===== config.mk =====
export PLATFORM = sky130hd
export DESIGN_NAME = branch_resolver
export DESIGN_NICKNAME = d
export VERILOG_FILES = /design/src/rtl/branch_resolver.sv
export SDC_FILE = /design/constraint.sdc
export NUM_CORES = 1
export LEC_CHECK = 0
export CAP_MARGIN = 15
export CELL_PAD_IN_SITES_DETAIL_PLACEMENT = 1
export CELL_PAD_IN_SITES_GLOBAL_PLACEMENT = 1
export CORE_AREA = 4 4 121 123
export CTS_BUF_LIST = sky130_fd_sc_hd__clkbuf_4 sky130_fd_sc_hd__clkbuf_8
export CTS_CLUSTER_DIAMETER = 60
export DETAILED_ROUTE_END_ITERATION = 12
export DIE_AREA = 0 0 125 127
export PLACE_DENSITY = 0.8
export SLEW_MARGIN = 20
export SYNTH_ARGS = -nofsm -noshare
export SYNTH_HDL_FRONTEND = slang
export SYNTH_SLANG_ARGS = --single-unit

===== constraint.sdc =====
create_clock -name clk -period 4.65 [get_ports clk]
set_input_delay 0.93 -clock clk [delete_from_list [all_inputs] [get_ports clk]]
set_output_delay 0.93 -clock clk [all_outputs]
set_load 0.005 [all_outputs]

===== src/rtl/branch_resolver.sv =====
// Verifying end of the PC/BHT prediction loop: carries fetch-time prediction
// metadata through ID to EX, resolves it there and drives the PC unit's correction port.
module branch_resolver #(
  parameter int IM_ADDR_BIT = 10,
  parameter int CNT_W       = 32
) (
  input  logic                   clk,
  input  logic                   rst,
  input  logic                   en,
  input  logic                   stall,
  input  logic                   if_valid,
  input  logic [IM_ADDR_BIT-1:0] if_pc,
  input  logic                   if_gussed,
  input  logic [IM_ADDR_BIT-1:0] if_pred_addr,
  input  logic                   ex_isbj,
  input  logic                   ex_taken,
  input  logic [IM_ADDR_BIT-1:0] ex_target,
  output logic                   succeed,
  output logic                   gone,
  output logic [IM_ADDR_BIT-1:0] g_addr,
  output logic [IM_ADDR_BIT-1:0] s_addr,
  output logic [IM_ADDR_BIT-1:0] pc_before_g,
  output logic                   isbj,
  output logic                   flush,
  output logic [CNT_W-1:0]       br_cnt,
  output logic [CNT_W-1:0]       miss_cnt
);

  typedef enum logic {NORMAL = 1'b0, RECOVER = 1'b1} state_t;

  state_t state_reg, state_next;

  logic                   id_v_reg, ex_v_reg;
  logic [IM_ADDR_BIT-1:0] id_pc_reg, ex_pc_reg;
  logic                   id_gussed_reg, ex_gussed_reg;
  logic [IM_ADDR_BIT-1:0] id_pred_reg, ex_pred_reg;
  logic [CNT_W-1:0]       br_cnt_reg, miss_cnt_reg;

  logic live;
  logic mispredict;

  // FSM state register
  always_ff @(posedge clk or posedge rst) begin
    if (rst) begin
      state_reg <= NORMAL;
    end else if (en) begin
      state_reg <= state_next;
    end
  end

  // FSM next state: RECOVER is always a single-cycle blind spot
  always_comb begin
    state_next = state_reg;
    case (state_reg)
      NORMAL:  state_next = mispredict ? RECOVER : NORMAL;
      RECOVER: state_next = NORMAL;
      default: state_next = NORMAL;
    endcase
  end

  // Resolution outputs; addresses are zeroed when EX is not live
  always_comb begin
    live        = ex_v_reg && (state_reg == NORMAL);
    mispredict  = 1'b0;
    succeed     = 1'b1;
    gone        = 1'b0;
    isbj        = 1'b0;
    g_addr      = '0;
    s_addr      = '0;
    pc_before_g = '0;
    if (live) begin
      if (ex_isbj) begin
        mispredict = (ex_taken != ex_gussed_reg) ||
                     (ex_taken && ex_gussed_reg && (ex_target != ex_pred_reg));
      end else begin
        mispredict = ex_gussed_reg;
      end
      succeed     = ~mispredict;
      gone        = ex_isbj & ex_taken;
      isbj        = ex_isbj;
      g_addr      = ex_target;
      s_addr      = ex_pc_reg + IM_ADDR_BIT'(1);
      pc_before_g = ex_pc_reg;
    end
  end

  assign flush = ~succeed;

  // ID/EX metadata pipeline; a mispredict overrides a concurrent stall
  always_ff @(posedge clk or posedge rst) begin
    if (rst) begin
      id_v_reg      <= 1'b0;
      id_pc_reg     <= '0;
      id_gussed_reg <= 1'b0;
      id_pred_reg   <= '0;
      ex_v_reg      <= 1'b0;
      ex_pc_reg     <= '0;
      ex_gussed_reg <= 1'b0;
      ex_pred_reg   <= '0;
    end else if (en) begin
      if (mispredict) begin
        id_v_reg <= 1'b0;
        ex_v_reg <= 1'b0;
      end else if (stall) begin
        ex_v_reg <= 1'b0;
      end else begin
        ex_v_reg      <= id_v_reg;
        ex_pc_reg     <= id_pc_reg;
        ex_gussed_reg <= id_gussed_reg;
        ex_pred_reg   <= id_pred_reg;
        id_v_reg      <= if_valid;
        id_pc_reg     <= if_pc;
        id_gussed_reg <= if_gussed;
        id_pred_reg   <= if_pred_addr;
      end
    end
  end

  // Saturating statistics
  always_ff @(posedge clk or posedge rst) begin
    if (rst) begin
      br_cnt_reg   <= '0;
      miss_cnt_reg <= '0;
    end else if (en && live) begin
      if (ex_isbj && (br_cnt_reg != '1)) begin
        br_cnt_reg <= br_cnt_reg + CNT_W'(1);
      end
      if (mispredict && (miss_cnt_reg != '1)) begin
        miss_cnt_reg <= miss_cnt_reg + CNT_W'(1);
      end
    end
  end

  assign br_cnt   = br_cnt_reg;
  assign miss_cnt = miss_cnt_reg;

endmodule


==> impl_results.md <==
* Row count at 43
* Hold WC Path Type: flip-flop to flip-flop
* RSZ-0062 raised after global routing: no
* CP peak stage delay at 0.59 ns
* GRT met2 Usage at 0.309
* Post-synth EDFFs at 0
* Syn Std Cell Area at 5160 um2
* Antenna violations before repair at 0
* DP Worst Slack at 0.341 ns
* Crit. path cell count at 8
* Remaining Overflow, GRT at 0
* DRC viols at 0
* Crit-path max FO at 11
* Placed Instances at 760
* Vias in the first global route at 4,391
* Setup Buffers After CTS at 0
* Slew Viols, Final at 0
* Tot Pwr at 2.18 mW
* Layout Nets at 633
* # port buffers at 135
* MaxCap Viol Count at 0
* Syn Area/Cell at 11.5 um2
* Most frequent cells in the layout: 135 x clkdlybuf4s50_1, 109 x dfrtp_1, 61 x xnor2_1
* Post-synth top area share at 0.528
* Crit path buf inv count at 3
* Core Box Area at 13,700 um2
* FFs w/ async S/R, synth at 1.00
* Count of cell types in the netlist at 37
* Sequential area share after synthesis at 0.528
* CTS tree: yes
* Max clock buf depth at 2
* Setup TNS at 0 ns
* Area growth syn-to-layout at 33.1%
* Die height at 127 um
* Die Wd at 125 um
* Flops & latches, synth at 109
* Worst-margin pin slew at 0.853 ns
* WL final at 13,300 um
* Largest net degree at the start of global routing at 66
* Final Cycle Share at 0.926
* RR Startpoint: ex_gussed_reg
* Pleak at 2.74 nW
* Layout Skew at 0.0137 ns
* Gpl congestion at 0.770
* Final min period at 4.31 ns
* Reg2Reg Capture Point: id_pred_reg[6]
* First-pass iteration count of the detailed router at 4
* Gr busiest metal: met2
* CTS buffer count at 9
* Clock Tree Root: clkbuf_8
* Met1 Resource Use GR at 0.209
* Wire per inst at 17.2 um
* Worst Setup SP: ex_taken
* Initial Utilization at 0.378
* CTS Hold Buffers Added at 0
* Mapped Nets at 491
* Final Instance Count excl. Fillers at 774
* Maximum vdd drop at 0.208 mV
* Endpoints failing hold at 0
* Cts repair resizes at 0
* Final WS setup at 0.343 ns
* Vias at 3,954
* Sink Count at 109
* GRT Total Usage at 0.173
* Status: completed
* Yosys warns at 0
* CTS HTree Levels at 3
* Crit path top cell by count: clkdlybuf4s50_1
* Via-per-instance ratio at 5.11
* Final ANT Viol Nets at 0
* Clock latency on the worst-skew pair at 0.37 ns
* CP Data Arrival Time at 3.38 ns
* Commonest non-fill, non-tap cell in the layout: clkdlybuf4s50_1
* First-pass GRT wire length at 22,300 um
* M3 GR Usage at 0.0351
* Worst path required time at 3.72 ns
* Cells after Synth at 449
* Number of I/O pins at 136
* Worst relative slew slack at 0.426
* Top delay family on crit path: simple AND/OR/NAND/NOR gates
* Crit path cell chain: clkdlybuf4s50_1 > ha_1 > nand2b_1 > or4_1 > nor3_4 > nor2_2 > inv_1 > clkdlybuf4s50_1
* Worst Setup End Kind: primary output
* Flop-to-flop setup slack at 1.72 ns
* Post-Route Hold Slack at 0.496 ns
* Hpwl dp at 10,200 um
* Setup CP Type: primary input to primary output
* Setup-failing EPs final at 0
* Cell depth of the worst flop-to-flop path at 8
* Clk slew on worst S/H paths at 0.10 ns
* Slowest cell on the critical path: or4_1
* Largest cells by area after synthesis: dfrtp_1 53%, xnor2_1 10%, mux2_2 9.6%
* Critical path destination: succeed
* Max Clock Freq at 0.232 GHz
* Antenna Cells at 0
* Layout cell share with drive strength beyond 1 at 0.120
* Area of the die at 15,900 um2
* Cell taking the most area after synthesis: dfrtp_1
* Initial drt markers at 179
* P per Cell Area at 317 nW/um2
* Critical Path Start Type: primary input
* Commonest register cell after synthesis: dfrtp_1
==> metrics by stage <==
| step | util | area (um2) |
|---|---|---|
| after floorplan | - | 5160 |
| after global placement | 0.491 | 6720 |
| after detailed placement | 0.491 | 6720 |
| after CTS | 0.503 | 6870 |
| after global routing | 0.503 | 6870 |
| final | 0.503 | 6870 |
==> cells in the mapped netlist (all sizes together) (9+ instances only) <==
master and n:
mux2 45, dfrtp 109, nand3 30, xnor2 61
and3 9, nor2 28, nand2 32, nor3 12
nand4 26, xor2 19, and2 24
==> power by group <==
part	leakage [nW]	total (mW)	switching (mW)	internal (mW)
Clock	0.0826	0.508	0.301	0.207
Combinational	1.26	0.474	0.184	0.290
Sequential	1.40	1.20	0.121	1.08
Total	2.74	2.18	0.607	1.57
==> metal layers <==
metal / vias to the layer above / routed length [um]
met3: 14 / 545
met2: 91 / 6950
met4: 0 / 214
met5: - / 0
met1: 2008 / 5580
li1: 1841 / -
==> layout make-up <==
type | count | area, um2
inverters | 6 | 25.0
clock buffers | 12 | 146
well taps | 180 | 225
clock inverters | 2 | 12.5
multi-input cells | 325 | 2350
repair buffers | 140 | 1390
flip-flops and latches | 109 | 2730
fillers | 1493 | 6790
==> worst min-delay path by stage <==
stage                         from              to  slack [ns]  depth (start not counted)
floorplan             id_pc_reg[2]    id_pc_reg[2]        0.45                          1
global placement      id_pc_reg[2]    id_pc_reg[2]        0.46                          1
detailed placement    id_pc_reg[2]    id_pc_reg[2]        0.48                          1
CTS                   id_pc_reg[4]    ex_pc_reg[4]        0.50                          1
global route        id_pred_reg[4]  ex_pred_reg[4]        0.52                          1
finish                id_pc_reg[2]    id_pc_reg[2]        0.50                          1
==> cells by family (layout without fill, tap and decap cells) <==
group	count (synthesis)	count (layout)	share of synthesized area
mux	45	45	0.0981
simple gates	186	186	0.196
flops	109	109	0.528
xor+xnor	80	80	0.136
buf+inv	15	160	0.0170
compound gates	10	10	0.0150
fa+ha+maj	4	4	0.00969
No activity file was read; power rests on OpenSTA's default activity.
